<file path="src/rtl/queue_btn_ctrl_if.sv">
// Button/queue command bus for queue_btn_ctrl.
// slave: the controller (takes buttons and size, drives strobes and debug levels).
// master: the board/queue side.
interface queue_btn_ctrl_if;
    localparam int unsigned SIZE_W = 5;

    logic              btn_push;
    logic              btn_pop;
    logic [SIZE_W-1:0] size;
    logic              push;
    logic              pop;
    logic              rej;
    logic [1:0]        btn_lvl;

    modport master (
        output btn_push, btn_pop, size,
        input  push, pop, rej, btn_lvl
    );

    modport slave (
        input  btn_push, btn_pop, size,
        output push, pop, rej, btn_lvl
    );
endinterface

</file>
<file path="src/rtl/queue_btn_ctrl.sv">
// queue_btn_ctrl: turns two raw buttons into single-cycle push/pop strobes for a
// 16-entry occupancy queue. Sync (2 FF) -> debounce -> rising-edge detect ->
// size gating -> push/pop arbitration with a one-deep pending pop.
// Optional macro AUTOREPEAT_EN: held buttons re-request after REPEAT_DLY cycles,
// then every REPEAT_PER cycles (requires REPEAT_PER <= REPEAT_DLY <= 255).
// Button index 0 = push, 1 = pop throughout.
module queue_btn_ctrl #(
    parameter int unsigned DEB_CNT    = 16,
    parameter int unsigned MAXSIZE    = 16
`ifdef AUTOREPEAT_EN
    ,
    parameter int unsigned REPEAT_DLY = 20,
    parameter int unsigned REPEAT_PER = 10
`endif
) (
    input  logic            clk,
    input  logic            rst,
    queue_btn_ctrl_if.slave bus
);

    localparam int unsigned NB = 2;
    localparam int unsigned CW = 8;

    logic [NB-1:0]         sync1;
    logic [NB-1:0]         sync2;
    logic [NB-1:0]         deb;
    logic [NB-1:0]         deb_q;
    logic [NB-1:0][CW-1:0] cnt;
    logic [NB-1:0]         req;
    logic [NB-1:0]         ev;

    logic push_q, pop_q, rej_q, pend_q;
    logic push_n, pop_n, rej_n, pend_n;
    logic push_ev, pop_ev;
    logic can_push, can_pop;

    // Two-flop synchroniser for the asynchronous buttons
    always_ff @(posedge clk or negedge rst) begin
        if (!rst) begin
            sync1 <= '0;
            sync2 <= '0;
        end else begin
            sync1 <= {bus.btn_pop, bus.btn_push};
            sync2 <= sync1;
        end
    end

    // Debounce: accept a new level only after DEB_CNT consecutive differing samples
    always_ff @(posedge clk or negedge rst) begin
        if (!rst) begin
            cnt   <= '0;
            deb   <= '0;
            deb_q <= '0;
        end else begin
            deb_q <= deb;
            for (int b = 0; b < int'(NB); b++) begin
                if (sync2[b] != deb[b]) begin
                    if (cnt[b] == CW'(DEB_CNT - 1)) begin
                        deb[b] <= ~deb[b];
                        cnt[b] <= '0;
                    end else begin
                        cnt[b] <= cnt[b] + CW'(1);
                    end
                end else begin
                    cnt[b] <= '0;
                end
            end
        end
    end

    // Press request on rising edge of the debounced level only
    assign req = deb & ~deb_q;

`ifdef AUTOREPEAT_EN
    logic [NB-1:0][CW-1:0] tmr;
    logic [NB-1:0]         rep;

    // Repeat request when the hold timer reaches the repeat point
    always_comb begin
        rep = '0;
        for (int b = 0; b < int'(NB); b++) begin
            rep[b] = deb[b] && (tmr[b] == CW'(REPEAT_DLY));
        end
    end

    // Hold timer: starts at the press, reloads so later repeats are REPEAT_PER apart
    always_ff @(posedge clk or negedge rst) begin
        if (!rst) begin
            tmr <= '0;
        end else begin
            for (int b = 0; b < int'(NB); b++) begin
                if (!deb[b]) begin
                    tmr[b] <= '0;
                end else if (req[b]) begin
                    tmr[b] <= CW'(1);
                end else if (rep[b]) begin
                    tmr[b] <= CW'(REPEAT_DLY - REPEAT_PER + 1);
                end else if (tmr[b] != '0) begin
                    tmr[b] <= tmr[b] + CW'(1);
                end
            end
        end
    end

    assign ev = req | rep;
`else
    assign ev = req;
`endif

    // Size gating; size is live feedback from the queue and is not registered
    assign can_push = 32'(bus.size) < MAXSIZE;
    assign can_pop  = bus.size != '0;

    // Arbitration: push wins a same-cycle conflict, the pop waits one cycle in pend
    always_comb begin
        push_n  = 1'b0;
        pop_n   = 1'b0;
        rej_n   = 1'b0;
        pend_n  = 1'b0;
        push_ev = ev[0];
        pop_ev  = ev[1] | pend_q;
        if (push_ev) begin
            if (can_push) push_n = 1'b1;
            else          rej_n  = 1'b1;
            pend_n = pop_ev;
        end else if (pop_ev) begin
            if (can_pop) pop_n = 1'b1;
            else         rej_n = 1'b1;
        end
    end

    // Registered strobes and pending-pop flag
    always_ff @(posedge clk or negedge rst) begin
        if (!rst) begin
            push_q <= 1'b0;
            pop_q  <= 1'b0;
            rej_q  <= 1'b0;
            pend_q <= 1'b0;
        end else begin
            push_q <= push_n;
            pop_q  <= pop_n;
            rej_q  <= rej_n;
            pend_q <= pend_n;
        end
    end

    assign bus.push    = push_q;
    assign bus.pop     = pop_q;
    assign bus.rej     = rej_q;
    assign bus.btn_lvl = deb;

endmodule

</file>
<file path="src/flat_wrapper.sv">
// flat-port wrapper written by rule: the top's interface ports become plain ports
module queue_btn_ctrl_flat 
#(
    parameter int unsigned DEB_CNT    = 16,
    parameter int unsigned MAXSIZE    = 16

)
  (clk, rst, bus_btn_push, bus_btn_pop, bus_size, bus_push, bus_pop, bus_rej, bus_btn_lvl);
  queue_btn_ctrl_if bus_i ();
  input  logic clk;
  input  logic rst;
  input wire logic [$bits(bus_i.btn_push)-1:0] bus_btn_push;
  input wire logic [$bits(bus_i.btn_pop)-1:0] bus_btn_pop;
  input wire logic [$bits(bus_i.size)-1:0] bus_size;
  output wire logic [$bits(bus_i.push)-1:0] bus_push;
  output wire logic [$bits(bus_i.pop)-1:0] bus_pop;
  output wire logic [$bits(bus_i.rej)-1:0] bus_rej;
  output wire logic [$bits(bus_i.btn_lvl)-1:0] bus_btn_lvl;
  assign bus_i.btn_push = bus_btn_push;
  assign bus_i.btn_pop = bus_btn_pop;
  assign bus_i.size = bus_size;
  assign bus_push = bus_i.push;
  assign bus_pop = bus_i.pop;
  assign bus_rej = bus_i.rej;
  assign bus_btn_lvl = bus_i.btn_lvl;
  queue_btn_ctrl #(.DEB_CNT(DEB_CNT), .MAXSIZE(MAXSIZE)) u_core (.clk(clk), .rst(rst), .bus(bus_i));
endmodule
</file>
<file path="config.mk">
export PLATFORM = sky130hd
export DESIGN_NAME = queue_btn_ctrl_flat
export DESIGN_NICKNAME = d
export VERILOG_FILES = /design/src/rtl/queue_btn_ctrl_if.sv /design/src/rtl/queue_btn_ctrl.sv /design/src/flat_wrapper.sv
export SDC_FILE = /design/constraint.sdc
export NUM_CORES = 1
export LEC_CHECK = 0
export CAP_MARGIN = 20
export CORE_UTILIZATION = 57
export CTS_CLUSTER_SIZE = 8
export DETAILED_ROUTE_END_ITERATION = 12
export HOLD_SLACK_MARGIN = 0.12
export PLACE_DENSITY = 0.88
export SLEW_MARGIN = 20
export SYNTH_ARGS = -nofsm -noshare
export SYNTH_HDL_FRONTEND = slang
export SYNTH_SLANG_ARGS = --single-unit
</file>
<file path="constraint.sdc">
create_clock -name clk -period 3.05 [get_ports clk]
set_clock_uncertainty 0.15 [all_clocks]
set_input_delay 0.4575 -clock clk [delete_from_list [all_inputs] [get_ports clk]]
set_output_delay 0.4575 -clock clk [all_outputs]
set_load 0.005 [all_outputs]
</file>
# Word level (Yosys, flattened, before mapping)
# Cells that the tools add are included.
[classes]
add_sub_neg = 2
magnitude_cmp = 1
n_eq_ne = 4
mux = 14
bitwise = 5
n_reduce_logical = 3
[op_table]
columns = ["operator", "n"]
rows = [
  ["8-bit 2-to-1 mux", 4],
  ["8-bit by 1-bit adder with 8-bit output, second input constant", 2],
  ["8-bit by 4-bit equality test with 1-bit output, second input constant", 2],
  ["1-bit 2-to-1 mux", 10],
  ["5-bit < comparator, second input constant", 1],
  ["5-bit nonzero test", 1],
  ["2-bit AND reduction", 2],
  ["2-bit bitwise AND", 1],
  ["1-bit != test", 2],
  ["1-bit NOT", 2],
  ["2-bit NOT", 1],
  ["1-bit bitwise OR", 1],
]
[totals]
reg_bits = 28
out_inout_bits = 5
wordCells = 40

# Longest topological paths before layout
# Gate-level depths: netlist of the first run.
[logic_depth]
ltp_word = 5
ltp_mapped = 4
ltp_nobuf = 4

# Least setup slack after synthesis of the first run
# Ideal clock, no wire load.
[synth_path]
path_kind = "register -> register"
start = "reg u_core.cnt[8] in the netlist's numbering"
end = "reg u_core.deb[1], in the netlist u_core.bus.btn_lvl[1]"
arrival_ns = 1.252
path_slack_ns = 1.520
stages_incl_launch_ff = 5
period_less_slack_ns = 1.530
path_cell_list = "dfrtp_1 ha_1 nand3_1 and2b_1 mux2_1"
[synth_between]
elab_chain_cells = 2
[synth_lines]
columns = ["item", "line_no", "rtl"]
rows = [
  ["start, declared", "queue_btn_ctrl.sv:28", "logic [NB-1:0][CW-1:0] cnt;"],
  ["start signal, assigned by index", "queue_btn_ctrl.sv:62", "cnt[b] <= cnt[b] + CW'(1);"],
  ["8-bit by 4-bit equality test with 1-bit output", "queue_btn_ctrl.sv:58", "if (cnt[b] == CW'(DEB_CNT - 1)) begin"],
  ["2-bit AND reduction (no line)", "--", ""],
  ["end signal, assigned by index", "queue_btn_ctrl.sv:59", "deb[b] <= ~deb[b];"],
  ["end, declared", "queue_btn_ctrl.sv:26", "logic [NB-1:0] deb;"],
]
# Every way passes these cells.
# A chain may end at the register's enable or synchronous reset.

# Worst setup path after layout of the first run
[layout_path]
start = "reg u_core.deb[0], in the netlist u_core.bus.btn_lvl[0]"
end = "out bus_btn_lvl[0]"
[layout_lines]
columns = ["item", "line_no", "rtl"]
rows = [
  ["end, declared", "flat_wrapper.sv:18", "output wire logic [$bits(bus_i.btn_lvl)-1:0] bus_btn_lvl;"],
]
# No word-level cell between the ends.

==> results of run 1 <==
## area by class of cell
class	instances	area [µm²]
Timing Repair Buffer	14	138
Sequential cell	28	701
Tap cell	27	33.8
Inverter	4	15.0
Fill cell	155	568
Multi-Input combinational cell	70	470
Clock buffer	4	36.3
## state kept, by name, indices dropped and copies added (netlist names)
register / flops
u_core.bus.btn_lvl: 2
u_core.deb_q: 2
u_core.bus.rej: 1
u_core.cnt: 16
u_core.pend_q: 1
u_core.bus.push: 1
u_core.bus.pop: 1
u_core.sync2: 2
u_core.sync1: 2
## kinds of logic (layout without fill, tap and decap cells)
logic type / Yosys count / count (layout) / share of synthesized area (%)
multiplexers: 2 / 2 / 2.21
AO/OA/AOI/OAI: 24 / 24 / 12.8
adder cells (fa/ha/maj): 2 / 2 / 2.11
AND/OR/NAND/NOR: 38 / 38 / 19.6
buffers and inverters: 4 / 22 / 1.27
XOR/XNOR: 4 / 4 / 2.95
flip-flops: 28 / 28 / 59.1
## worst max-delay path by stage
stage               cells past startpoint  slack [ps]                    end             startpoint
finish                                  1        1110         bus_btn_lvl[0]  u_core.bus.btn_lvl[0]
global route                            1        1050         bus_btn_lvl[0]  u_core.bus.btn_lvl[0]
CTS                                     1        1110         bus_btn_lvl[0]  u_core.bus.btn_lvl[0]
detailed placement                      4        1350         u_core.bus.rej            bus_size[0]
global placement                        4        1430         u_core.bus.rej            bus_size[1]
floorplan                               4        1520  u_core.bus.btn_lvl[1]          u_core.cnt[8]
## power by group through the flow
stage | Sequential (µW) | Clock (µW) | Combinational [µW]
after floorplan | 397 | 0 | 18.3
after global placement | 398 | 0 | 39.4
after detailed placement | 399 | 0 | 41.2
after CTS | 392 | 179 | 41.9
after global routing | 394 | 192 | 46.4
final | 393 | 176 | 41.0
## placed cells by master (no fill, tap or decap), types with 3 or more instances in the layout
cell and instances:
dfrtp_1 28, inv_1 4, or3_1 8, a21oi_1 9, xnor2_1 4, nor2_1 7
clkdlybuf4s50_1 13, clkbuf_4 3, nand2b_1 3, nor2b_1 3, nand3_1 3, nand2_1 6
o21ai_0 6
## stage by stage
step / worst slack [ps] / util, %
finish: 1110 / 71.0
global route: 1050 / 71.0
CTS: 1110 / 71.0
detailed placement: 1350 / 69.2
global placement: 1430 / 69.2
floorplan: 1520 / -
## per-layer routing
| metal | vias up | GRT usage, % | wire length (µm) |
|---|---|---|---|
| met5 | - | 0 | 0 |
| met4 | 0 | 11.7 | 60 |
| met3 | 6 | 4.91 | 81 |
| met2 | 24 | 30.4 | 936 |
| met1 | 395 | 25.3 | 932 |
| li1 | 403 | - | - |
==> flow_summary.toml, run 1 <==
[detailed_routing]
ant_nets = 0
drt-initial-drc-count = 11
post_drt_via_cell_ratio = 5.63
routed_wl_um = 2010
wl_per_cell_um = 13.7
drc = 0
first_pass_iters = 4
vias = 828

[clocking]
cts_root_buffer = "clkbuf_4"
postCtsHoldBufs = 0
htreeDepth = 1
cts_tree = "done"
clock_latency_ps = 320
clock_path_buffers = 2
cts.repair.resized = 0
cts_num_sinks = 28
post_cts_buffers = 0
numCtsBuffers = 3
cts.reportedPaths.clkPinSlew_ps = 140

[die]
core_area_um2 = 1960
initial_core_util_pct = 60.5
die-area_um2 = 2270
chipWidth_um = 47.6
fp.dieH_um = 47.6
rows = 16
ios = 14

[power_and_ir_drop]
p_leak_uw = 0.000584
clkPwrFrac_pct = 28.9
switching_share_pct = 22.0
internal-power_uw = 476
p_switching_uw = 134
power_frac_seq_pct = 64.4
p_total_uw = 609
p_comb_share_pct = 6.7
power_density_nw_per_um2 = 437
vdd_drop_max_mv = 0.383

[grt]
antenna_found_initial = 0
grt_overflow_total = 0
grt_pass1_vias = 680
grt_usage_pct = 19.7
grt_pass1_wl_um = 2930
grt_max_degree = 29

[layout]
layout-drive-gt1-share_pct = 9.17
areaGrowthSynthToFinish_pct = 17.5
instances_no_fill = 147
final_nets = 132
antenna_cells = 0
fin_area_um2 = 1390

[sta]
rsz0062_at_grt = "no"
worstMarginPinSlew_ps = 596
fin_crit_sh_pct = 63.5
fin_hold_ws_ps = 214
slew_headroom_pct = 59.9
max_freq_mhz = 516
hold_viol = 0
fin_crit_ps = 1940
finalMaxSlewViolations = 0
setup_viol = 0
fin_tns_setup_ps = 0

[status]
status = "complete, no violations"

[logic_synthesis]
syn_inst = 102
synth_top_area_share_pct = 59.1
yosysUniqueCellTypes = 29
synth-edff-count = 0
yosysSeqAreaShare_pct = 59.1
async_flop_share_pct = 100
syn_avg_cell_area_um2 = 11.6
synthTopCellsByCount = "28 x dfrtp_1, 9 x a21oi_1, 8 x or3_1"
syn_nets = 113
netlist_area_um2 = 1190
synth.area.top_cells = "dfrtp_1 59%, or3_1 4.2%, a21oi_1 3.8%"
ys.flop_type = "dfrtp_1"
yosys_warnings = 0
ys_ff_latch = 28
synth.most_common_cell = "dfrtp_1"
synth_top_area_cell = "dfrtp_1"

[setup_path]
required_ps = 2440
crit_type = "register to output port"
crit_path_cell_trace = "clkdlybuf4s50_1"
endpoint_kind = "output port"
r2r-start = "u_core.cnt[12]"
cp.buffers_inverters = 1
critPathMaxFanout = 6
critPathArrivalTime_ps = 1330
rr_worst_depth = 3
critical_path.max_stage_delay_ps = 540
slowest_stage = "clkdlybuf4s50_1"
r2r_setup_slack_ps = 1390
rr_endpoint = "u_core.bus.btn_lvl[1]"
crit_family = "buffers and inverters"
start_kind = "register"

[hold_path]
hold_start = "u_core.sync1[0]"
min_path_cells = 0
hold_path.class = "register to register"
hold_end = "u_core.sync2[0]"

[place]
portBuffers = 13
dpl.hpwl_um = 1430
dp_cells = 143
globalplace.congestion = 0.753
dpl_cell_area_um2 = 1360

[run]
cap_violations = 0
Power figures use the tool's default switching activity.
==> run 2: changes to the inputs <==
--- a/config.mk
+++ b/config.mk
@@ -6,11 +6,11 @@
 export NUM_CORES = 1
 export LEC_CHECK = 0
 export CAP_MARGIN = 20
-export CORE_UTILIZATION = 57
+export CORE_UTILIZATION = 48
 export CTS_CLUSTER_SIZE = 8
 export DETAILED_ROUTE_END_ITERATION = 12
 export HOLD_SLACK_MARGIN = 0.12
-export PLACE_DENSITY = 0.88
+export PLACE_DENSITY = 0.8
 export SLEW_MARGIN = 20
 export SYNTH_ARGS = -nofsm -noshare
 export SYNTH_HDL_FRONTEND = slang
==> constraint.sdc (replaced) <==
create_clock -name clk -period 1.78 [get_ports clk]
set_clock_uncertainty 0.15 [all_clocks]
set_input_delay 0.267 -clock clk [delete_from_list [all_inputs] [get_ports clk]]
set_output_delay 0.267 -clock clk [all_outputs]
set_load 0.005 [all_outputs]
==> run 2 against run 1 <==
  * Via count up 4.6%
  * Global-route usage down 1.9 points
  * Largest power group unchanged
  * Cell count up 2.7%
  * Design area up 2.1%
  * Routed wire length up 0.15%
  * Critical path type unchanged
==> flow_summary.toml, run 2 (synthesized netlist as in run 1, its figures left out) <==
[hold_path]
hold_path.class = "input port to asynchronous set/reset pin"

[layout]
largest_register_ffs = 16
instances_no_fill = 151
layout_commonest_cell = "dfrtp_1"
final_nets = 135
areaGrowthSynthToFinish_pct = 19.9
fin_util_pct = 62.5
antenna_cells = 0
ff_latch_area_um2 = 703
multi_input_area_um2 = 473
fill_cells = 176
final_cell_mix = "26 x dfrtp_1, 13 x clkdlybuf4s50_1, 9 x a21oi_1"
regMostFlops = "u_core.cnt"
layout-drive-gt1-share_pct = 13.8

[sta]
worstMarginPinSlew_ps = 327
fin_tns_setup_ps = 0
slew_headroom_pct = 78.0
setup_viol = 0
rsz0062_at_grt = "no"
finalMaxSlewViolations = 0
fin_crit_ps = 1690
max_freq_mhz = 590
fin_crit_sh_pct = 95.2
hold_viol = 0

[detailed_routing]
drt-initial-drc-count = 24
wl_per_cell_um = 13.3
ant_nets = 0
vias = 866
routed_wl_um = 2010
drc = 0
first_pass_iters = 4
post_drt_via_cell_ratio = 5.74

[power_and_ir_drop]
p_switching_uw = 229
power_density_nw_per_um2 = 736
switching_share_pct = 21.9
clkPwrFrac_pct = 28.7
p_comb_share_pct = 7.0
power_frac_seq_pct = 64.3
p_leak_uw = 0.000592
vdd_drop_max_mv = 0.580
internal-power_uw = 818

[setup_path]
crit_type = "register to output port"
slowest_stage = "clkdlybuf4s50_1"
crit_path_cell_trace = "clkdlybuf4s50_1"
critPathMaxFanout = 6
start_kind = "register"
crit_family = "buffers and inverters"
critPathArrivalTime_ps = 1280
cp.buffers_inverters = 1
required_ps = 1360
critical_path.max_stage_delay_ps = 520
endpoint_kind = "output port"

[clocking]
cts.repair.resized = 0
cts_tree = "done"
cts_root_buffer = "clkbuf_4"
clock_latency_ps = 320
post_cts_buffers = 0
cts.reportedPaths.clkPinSlew_ps = 140
htreeDepth = 1
postCtsHoldBufs = 0
cts_num_sinks = 28
clock_path_buffers = 2
numCtsBuffers = 3

[grt]
antenna_found_initial = 0
grt_pass1_wl_um = 3430
grtUsageMet2_pct = 28.4
use_met3_pct = 3.80
grt_pass1_vias = 830
grt_max_degree = 29
busiest_layer = "met2"
grt_usage_pct = 17.8
grt_overflow_total = 0
use_met1_pct = 21.8

[die]
rows = 17
chipWidth_um = 51.7
initial_core_util_pct = 52.1
core_area_um2 = 2280
ios = 14
die-area_um2 = 2670
fp.dieH_um = 51.7

[place]
portBuffers = 13
dp_cells = 147
dpl.hpwl_um = 1410
globalplace.congestion = 0.790

[status]
status = "complete, no violations"

[run]
cap_violations = 0
## run 2: worst paths after layout
| path | start | to | slack (ps) | cells after the start |
|---|---|---|---|---|
| min in group clk | bus_btn_push | u_core.sync1[0] | 210 | 1 |
| setup reg to reg | u_core.cnt[8] | u_core.bus.btn_lvl[1] | 150 | 4 |
| max in group asynchronous | rst | u_core.bus.btn_lvl[1] | 1050 | 2 |
| setup / recovery | u_core.bus.btn_lvl[0] | bus_btn_lvl[0] | 90 | 1 |
| hold reg to reg | u_core.sync1[1] | u_core.sync2[1] | 220 | 0 |
| hold / removal | rst | u_core.cnt[5] | 150 | 2 |
## run 2: cell type report
class | instances | share of cell area, %
inverter | 4 | 1.06
clock buffer | 4 | 2.55
sequential | 28 | 49.4
tap | 28 | 2.46
timing repair buffer | 17 | 11.3
multi-input combinational | 70 | 33.2
## run 2: power by group through the flow
stage / Clock, µW / Sequential [µW] / Combinational [µW]
2_1_floorplan: 0 / 681 / 31.4
3_3_place_gp: 0 / 682 / 71.7
3_5_place_dp: 0 / 684 / 74.5
4_1_cts: 314 / 673 / 75.1
5_1_grt: 337 / 677 / 84.1
6_report: 300 / 673 / 73.6
## run 2: layer usage
layer,share of wire [%],routed length (µm)
met1,45,909
met3,4.7,94
met2,48,976
met5,0,0
met4,1.6,32
## run 2: per-stage QoR
step / cell area [µm²] / power (µW) / hold WS [ps] / worst slack (ps)
2_1_floorplan: 1190 / 712 / -179 / 250
3_3_place_gp: 1380 / 754 / 184 / 226
3_5_place_dp: 1380 / 759 / 186 / 157
4_1_cts: 1420 / 1060 / 153 / 11.6
5_1_grt: 1420 / 1100 / 160 / 17.1
6_report: 1420 / 1050 / 150 / 86.1
